`config.mk`:
```
export PLATFORM = sky130hd
export DESIGN_NAME = qos_pkt_tx_flat
export DESIGN_NICKNAME = d
export VERILOG_FILES = /design/src/rtl/qos_pkt_tx_if.sv /design/src/rtl/qos_pkt_tx.sv /design/src/flat_wrapper.sv
export SDC_FILE = /design/constraint.sdc
export NUM_CORES = 1
export LEC_CHECK = 0
export CAP_MARGIN = 5
export CORE_MARGIN = 2
export CORE_UTILIZATION = 56
export CTS_CLUSTER_DIAMETER = 150
export DETAILED_ROUTE_END_ITERATION = 10
export DONT_BUFFER_PORTS = 1
export GPL_TIMING_DRIVEN = 0
export PLACE_DENSITY = 0.72
export SLEW_MARGIN = 20
export SYNTH_ARGS = -nofsm -noshare
export SYNTH_HDL_FRONTEND = slang
export SYNTH_SLANG_ARGS = --single-unit
```
`constraint.sdc`:
```
create_clock -name clk -period 1.9 [get_ports clk]
set_clock_uncertainty 0.2 [all_clocks]
set_input_delay 0.19 -clock clk [delete_from_list [all_inputs] [get_ports clk]]
set_output_delay 0.19 -clock clk [all_outputs]
set_load 0.01 [all_outputs]
```
`src/rtl/qos_pkt_tx_if.sv`:
```
// qos_pkt_tx_if
// Packet ingress handshake for qos_pkt_tx.
//   pkt_data  [3:0] : packet, MSB first; [3:2] priority class, [1:0] payload
//   pkt_valid       : pkt_data is valid
//   pkt_ready       : transmitter can accept; transfer when valid && ready at a rising edge
// Modports: master drives data/valid, slave (the transmitter) drives ready.
interface qos_pkt_tx_if;
    logic [3:0] pkt_data;
    logic       pkt_valid;
    logic       pkt_ready;

    modport master (output pkt_data, output pkt_valid, input pkt_ready);
    modport slave  (input pkt_data, input pkt_valid, output pkt_ready);
endinterface

```
`src/rtl/qos_pkt_tx.sv`:
```
// qos_pkt_tx
// Serialises 4-bit packets onto the active-low start/one/zero push-button
// lines sampled by the QoS ingress deserialiser. One frame per packet:
// START pulse, then bits 3..0 each as a one_n or zero_n pulse, separated
// by all-high gaps, followed by an all-high tail.
// Ports:
//   clk         : system clock, all state on rising edge
//   rst         : asynchronous active-low reset
//   pkt         : packet handshake (qos_pkt_tx_if.slave)
//   start_n     : frame-start pulse, active-low, registered
//   one_n       : '1' bit pulse, active-low, registered
//   zero_n      : '0' bit pulse, active-low, registered
//   busy        : frame in progress (START through TAIL)
//   sent_count  : frames completed, wraps 255->0
// Parameters: PULSE_CYCLES / GAP_CYCLES (1..65535) set pulse and gap widths.
// Build option: define QOS_TX_FIFO_EN for a 4-entry FIFO queue; otherwise
// the queue is a single holding register.
module qos_pkt_tx #(
    parameter int PULSE_CYCLES = 4,
    parameter int GAP_CYCLES   = 4
) (
    input  logic             clk,
    input  logic             rst,
    qos_pkt_tx_if.slave      pkt,
    output logic             start_n,
    output logic             one_n,
    output logic             zero_n,
    output logic             busy,
    output logic [7:0]       sent_count
);

    localparam logic [15:0] PULSE_LAST = 16'(PULSE_CYCLES - 1);
    localparam logic [15:0] GAP_LAST   = 16'(GAP_CYCLES - 1);

    typedef enum logic [2:0] {IDLE, START, GAP, BIT, TAIL} state_t;

    state_t      state_reg;
    logic [15:0] phase_reg;
    logic [1:0]  idx_reg;
    logic [3:0]  shift_reg;

    logic        q_empty;
    logic        q_full;
    logic [3:0]  q_head;
    logic        push;
    logic        pop;

    // Push is gated by the current full flag even if a pop happens in the
    // same cycle, so ready never depends on the FSM.
    assign pkt.pkt_ready = !q_full;
    assign push          = pkt.pkt_valid && !q_full;

    // A frame launches from IDLE, or directly from the last TAIL cycle so
    // back-to-back frames are contiguous.
    always_comb begin
        pop = 1'b0;
        if (!q_empty) begin
            if (state_reg == IDLE)
                pop = 1'b1;
            else if (state_reg == TAIL && phase_reg == GAP_LAST)
                pop = 1'b1;
        end
    end

`ifdef QOS_TX_FIFO_EN
    logic [3:0] fifo_mem [4];
    logic [1:0] wr_ptr_reg;
    logic [1:0] rd_ptr_reg;
    logic [2:0] count_reg;

    always_ff @(posedge clk) begin
        if (push)
            fifo_mem[wr_ptr_reg] <= pkt.pkt_data;
    end

    always_ff @(posedge clk or negedge rst) begin
        if (!rst) begin
            wr_ptr_reg <= 2'd0;
            rd_ptr_reg <= 2'd0;
            count_reg  <= 3'd0;
        end else begin
            if (push)
                wr_ptr_reg <= wr_ptr_reg + 2'd1;
            if (pop)
                rd_ptr_reg <= rd_ptr_reg + 2'd1;
            case ({push, pop})
                2'b10:   count_reg <= count_reg + 3'd1;
                2'b01:   count_reg <= count_reg - 3'd1;
                default: count_reg <= count_reg;
            endcase
        end
    end

    assign q_empty = (count_reg == 3'd0);
    assign q_full  = count_reg[2];
    assign q_head  = fifo_mem[rd_ptr_reg];
`else
    logic [3:0] hold_reg;
    logic       hold_valid_reg;

    // Push only while empty and pop only while full, so they never coincide.
    always_ff @(posedge clk or negedge rst) begin
        if (!rst) begin
            hold_reg       <= 4'd0;
            hold_valid_reg <= 1'b0;
        end else if (push) begin
            hold_reg       <= pkt.pkt_data;
            hold_valid_reg <= 1'b1;
        end else if (pop) begin
            hold_valid_reg <= 1'b0;
        end
    end

    assign q_empty = !hold_valid_reg;
    assign q_full  = hold_valid_reg;
    assign q_head  = hold_reg;
`endif

    always_ff @(posedge clk or negedge rst) begin
        if (!rst) begin
            state_reg  <= IDLE;
            phase_reg  <= 16'd0;
            idx_reg    <= 2'd0;
            shift_reg  <= 4'd0;
            start_n    <= 1'b1;
            one_n      <= 1'b1;
            zero_n     <= 1'b1;
            busy       <= 1'b0;
            sent_count <= 8'd0;
        end else begin
            case (state_reg)
                IDLE: begin
                    if (pop) begin
                        shift_reg <= q_head;
                        idx_reg   <= 2'd3;
                        start_n   <= 1'b0;
                        busy      <= 1'b1;
                        phase_reg <= 16'd0;
                        state_reg <= START;
                    end
                end
                START: begin
                    if (phase_reg == PULSE_LAST) begin
                        start_n   <= 1'b1;
                        phase_reg <= 16'd0;
                        state_reg <= GAP;
                    end else begin
                        phase_reg <= phase_reg + 16'd1;
                    end
                end
                GAP: begin
                    if (phase_reg == GAP_LAST) begin
                        phase_reg <= 16'd0;
                        state_reg <= BIT;
                        if (shift_reg[idx_reg])
                            one_n <= 1'b0;
                        else
                            zero_n <= 1'b0;
                    end else begin
                        phase_reg <= phase_reg + 16'd1;
                    end
                end
                BIT: begin
                    if (phase_reg == PULSE_LAST) begin
                        one_n     <= 1'b1;
                        zero_n    <= 1'b1;
                        phase_reg <= 16'd0;
                        if (idx_reg != 2'd0) begin
                            idx_reg   <= idx_reg - 2'd1;
                            state_reg <= GAP;
                        end else begin
                            state_reg <= TAIL;
                        end
                    end else begin
                        phase_reg <= phase_reg + 16'd1;
                    end
                end
                TAIL: begin
                    if (phase_reg == GAP_LAST) begin
                        sent_count <= sent_count + 8'd1;
                        phase_reg  <= 16'd0;
                        if (pop) begin
                            shift_reg <= q_head;
                            idx_reg   <= 2'd3;
                            start_n   <= 1'b0;
                            state_reg <= START;
                        end else begin
                            busy      <= 1'b0;
                            state_reg <= IDLE;
                        end
                    end else begin
                        phase_reg <= phase_reg + 16'd1;
                    end
                end
                default: state_reg <= IDLE;
            endcase
        end
    end

endmodule

```
`src/flat_wrapper.sv`:
```
// flat-port wrapper written by rule: the top's interface ports become plain ports
module qos_pkt_tx_flat 
#(
    parameter int PULSE_CYCLES = 4,
    parameter int GAP_CYCLES   = 4
)
  (clk, rst, start_n, one_n, zero_n, busy, sent_count, pkt_pkt_data, pkt_pkt_valid, pkt_pkt_ready);
  qos_pkt_tx_if pkt_i ();
  input  logic clk;
  input  logic rst;
  output logic start_n;
  output logic one_n;
  output logic zero_n;
  output logic busy;
  output logic [7:0] sent_count;
  input wire logic [$bits(pkt_i.pkt_data)-1:0] pkt_pkt_data;
  input wire logic [$bits(pkt_i.pkt_valid)-1:0] pkt_pkt_valid;
  output wire logic [$bits(pkt_i.pkt_ready)-1:0] pkt_pkt_ready;
  assign pkt_i.pkt_data = pkt_pkt_data;
  assign pkt_i.pkt_valid = pkt_pkt_valid;
  assign pkt_pkt_ready = pkt_i.pkt_ready;
  qos_pkt_tx #(.PULSE_CYCLES(PULSE_CYCLES), .GAP_CYCLES(GAP_CYCLES)) u_core (.clk(clk), .rst(rst), .pkt(pkt_i), .start_n(start_n), .one_n(one_n), .zero_n(zero_n), .busy(busy), .sent_count(sent_count));
endmodule
```
==> flow_summary.json <==
{
  "outcome": "complete, but fails checks",
  "violations": "setup timing",
  "die_area_um2": 4310,
  "p_sw_frac": 0.332,
  "timing_hold_violations_final": 0,
  "synth_edf_count": 0,
  "path_clk_slew_ps": 80,
  "area_growth_pct": 27.1,
  "largest_reg_flops": 16,
  "critPathMaxFanout": 5,
  "clock_path_buffers": 2,
  "period_share": 1.06,
  "synth-async-reset-ratio": 1.00,
  "worstPathCellList": "nor3_1, nand4_1, buf_6, a21oi_4, mux2_1",
  "drt_wl_total_um": 4850,
  "finalNetCount": 241,
  "grt_max_degree": 43,
  "port_buffers": 0,
  "drcViolationCount": 0,
  "drt_iter0_drc": 132,
  "layout-drive-gt1-share": 0.315,
  "synthesis.nets": 210,
  "intPower_uw": 2020,
  "combPwrFrac": 0.298,
  "gp_congestion": 0.841,
  "power_switching_uw": 1000,
  "maxCapViolCount": 0,
  "die_h_um": 65.7,
  "crit_path_start_kind": "flip-flop",
  "synth_mux_area_frac": 0.0635,
  "p_seq_frac": 0.468,
  "die_x_um": 65.7,
  "pin_count": 20,
  "setup_ws_ps": -121,
  "synthSimpleGateAreaFrac": 0.212,
  "diodes": 0,
  "core-area_um2": 3660,
  "grt_pass1_vias": 1644,
  "synthFlopType": "dfrtp_1",
  "htree_levels": 2,
  "holdWs_ps": 108,
  "synth_top_area_cell": "dfrtp_1",
  "cp_slowest_cell": "dfrtp_1",
  "worstMarginPinSlew_ps": 464,
  "slew_viol_final": 0,
  "clock_latency_ps": 310,
  "crit_arrival_ps": 2010,
  "yosysTopAreaCellShare": 0.458,
  "vdd_drop_max_uv": 810,
  "max_stage_delay_ps": 430,
  "grtUsageTotal": 0.233,
  "num_rows": 22,
  "multiInputGateArea_um2": 1150,
  "synth_compound_area_frac": 0.122,
  "max_freq_ghz": 0.495,
  "fillers": 263,
  "synth_cells": 200,
  "cts_sinks": 42,
  "clockRootBuffer": "clkbuf_8",
  "ys_warn_count": 0,
  "end_kind": "flip-flop",
  "grt_pass1_wl_um": 7560,
  "clockPowerShare": 0.234,
  "layout_min_cycle_time_ps": 2020,
  "seq_area_frac_synth": 0.495,
  "tritoncts": "yes",
  "setup_viol_count_final": 15,
  "overflow": 0,
  "required_ps": 1890,
  "crit_type": "reg2reg",
  "syn_avg_cell_area_um2": 10.6,
  "syn-cell-area_um2": 2130,
  "antenna_found_initial": 0,
  "hp-class": "in2reg",
  "power_uw": 3020,
  "rsz0062_at_grt": "true",
  "synthDistinctLibCells": 44,
  "start_util": 0.582,
  "final-seq-area_um2": 1060,
  "max-slew-margin-rel": 0.689,
  "ant_nets": 0,
  "viasPerCell": 6.15,
  "post-place-ws_ps": -303,
  "wire_per_inst_um": 17.3,
  "synthTopCellsByArea": "dfrtp_1 (46%), dfstp_2 (3.7%), a21oi_1 (3.5%)",
  "synthAdderAreaFrac": 0.0176,
  "place_hpwl_um": 2860,
  "ys_seq_elements": 42,
  "cts_buffers": 5,
  "dr.pass1.iters": 5,
  "power.density_nw_per_um2": 1120,
  "p_leak_uw": 0.00115,
  "synth_xor_area_frac": 0.0529,
  "synth_top_family_by_area": "simple AND/OR/NAND/NOR gates",
  "vias": 1721
}
## power by group through the flow
stage               Combinational [uW]  Sequential (uW)  Clock [uW]
floorplan                          550             1330           0
finish                             901             1410         708
CTS                                797             1400         714
global route                       987             1450         744
global placement                   619             1390           0
detailed placement                 650             1400           0
## final cells by class
class | instances | share of cell area
Tap cell | 48 | 0.0222
Sequential cell | 42 | 0.393
Inverter | 5 | 0.00693
Multi-Input combinational cell | 144 | 0.427
Clock buffer | 6 | 0.0268
Buffer | 8 | 0.0259
Clock inverter | 2 | 0.0139
Timing Repair Buffer | 25 | 0.0850
## path summary, 6_finish.rpt
kind	depth (start not counted)	slack [ps]	to	from
min reg2reg	1	290	u_core.shift_reg[3]$_DFFE_PN0P_	u_core.shift_reg[3]$_DFFE_PN0P_
min in group asynchronous	2	160	u_core.sent_count[3]$_DFFE_PN0P_	rst
max reg2reg	5	-120	u_core.shift_reg[0]$_DFFE_PN0P_	u_core.phase_reg[13]$_DFFE_PN0P_
min	2	110	u_core.hold_reg[0]$_DFFE_PN0P_	pkt_pkt_valid
max in group asynchronous	2	1090	u_core.one_n$_DFFE_PN1P_	rst
max	5	-120	u_core.shift_reg[0]$_DFFE_PN0P_	u_core.phase_reg[13]$_DFFE_PN0P_
## repair_timing
action / 4_1_cts / 5_1_grt
hold buffers: 7 / 0
cloned: 1 / 0
gates resized for setup: 19 / 26
buffers inserted: 8 / 9
endpoints found under the hold margin: 47 / 0
pin swaps: 2 / 12
endpoints found under the setup margin: 33 / 34
## stage by stage
step | util | setup TNS (ps) | cells | area [um^2]
2_1_floorplan | - | -48.8 | 200 | 2150
3_3_place_gp | 0.604 | -3630 | 248 | 2210
3_5_place_dp | 0.604 | -4770 | 248 | 2210
4_1_cts | 0.696 | -11.7 | 272 | 2550
5_1_grt | 0.740 | -2180 | 280 | 2710
6_report | 0.740 | -850 | 280 | 2710
## per-layer routing
metal | GRT usage | wire (um) | vias up
met1 | 0.299 | 2120 | 870
met2 | 0.381 | 2450 | 32
met3 | 0.0445 | 173 | 11
met4 | 0.102 | 114 | 0
li1 | - | - | 808
met5 | 0 | 0 | -
## worst max-delay path, delay by kind of cell, from the launching register on
| family | cells | cell delay, ps |
|---|---|---|
| compound gates | 1 | 190 |
| mux | 1 | 350 |
| flops | 1 | 430 |
| buf+inv | 1 | 180 |
| simple gates | 2 | 560 |
## placed cells by master (no fill, tap or decap), types with 7 or more instances in the layout
cell     Yosys  routed
buf_6        2       7
dfrtp_1     39      32
dfrtp_2      0       7
nor2_1       8       7
nand3_1     11      10
buf_4        2      15
nand4_1      9       9
nand2_1     10       9
a21oi_1     15      14
## cells in the mapped netlist, types with 3 or more instances
master / number
nand3b_1: 3
or3_1: 6
a31oi_1: 4
nand2_1: 10
dfrtp_1: 39
xor2_1: 5
inv_1: 5
o21ai_0: 6
and4_1: 7
nor3_1: 3
mux2_1: 5
o21ai_1: 4
a211oi_1: 3
and3_1: 6
nand3_1: 11
dfstp_2: 3
mux2_2: 5
a32o_1: 3
nand4_1: 9
a21oi_1: 15
buf_2: 3
xnor2_1: 6
ha_1: 3
nor2_1: 8
## kinds of logic after synthesis
family,after synthesis
fa+ha+maj,3
mux,11
xor+xnor,12
compound gates,42
flops,42
simple gates,76
buf+inv,14
No activity file was read; power rests on OpenSTA's default activity.
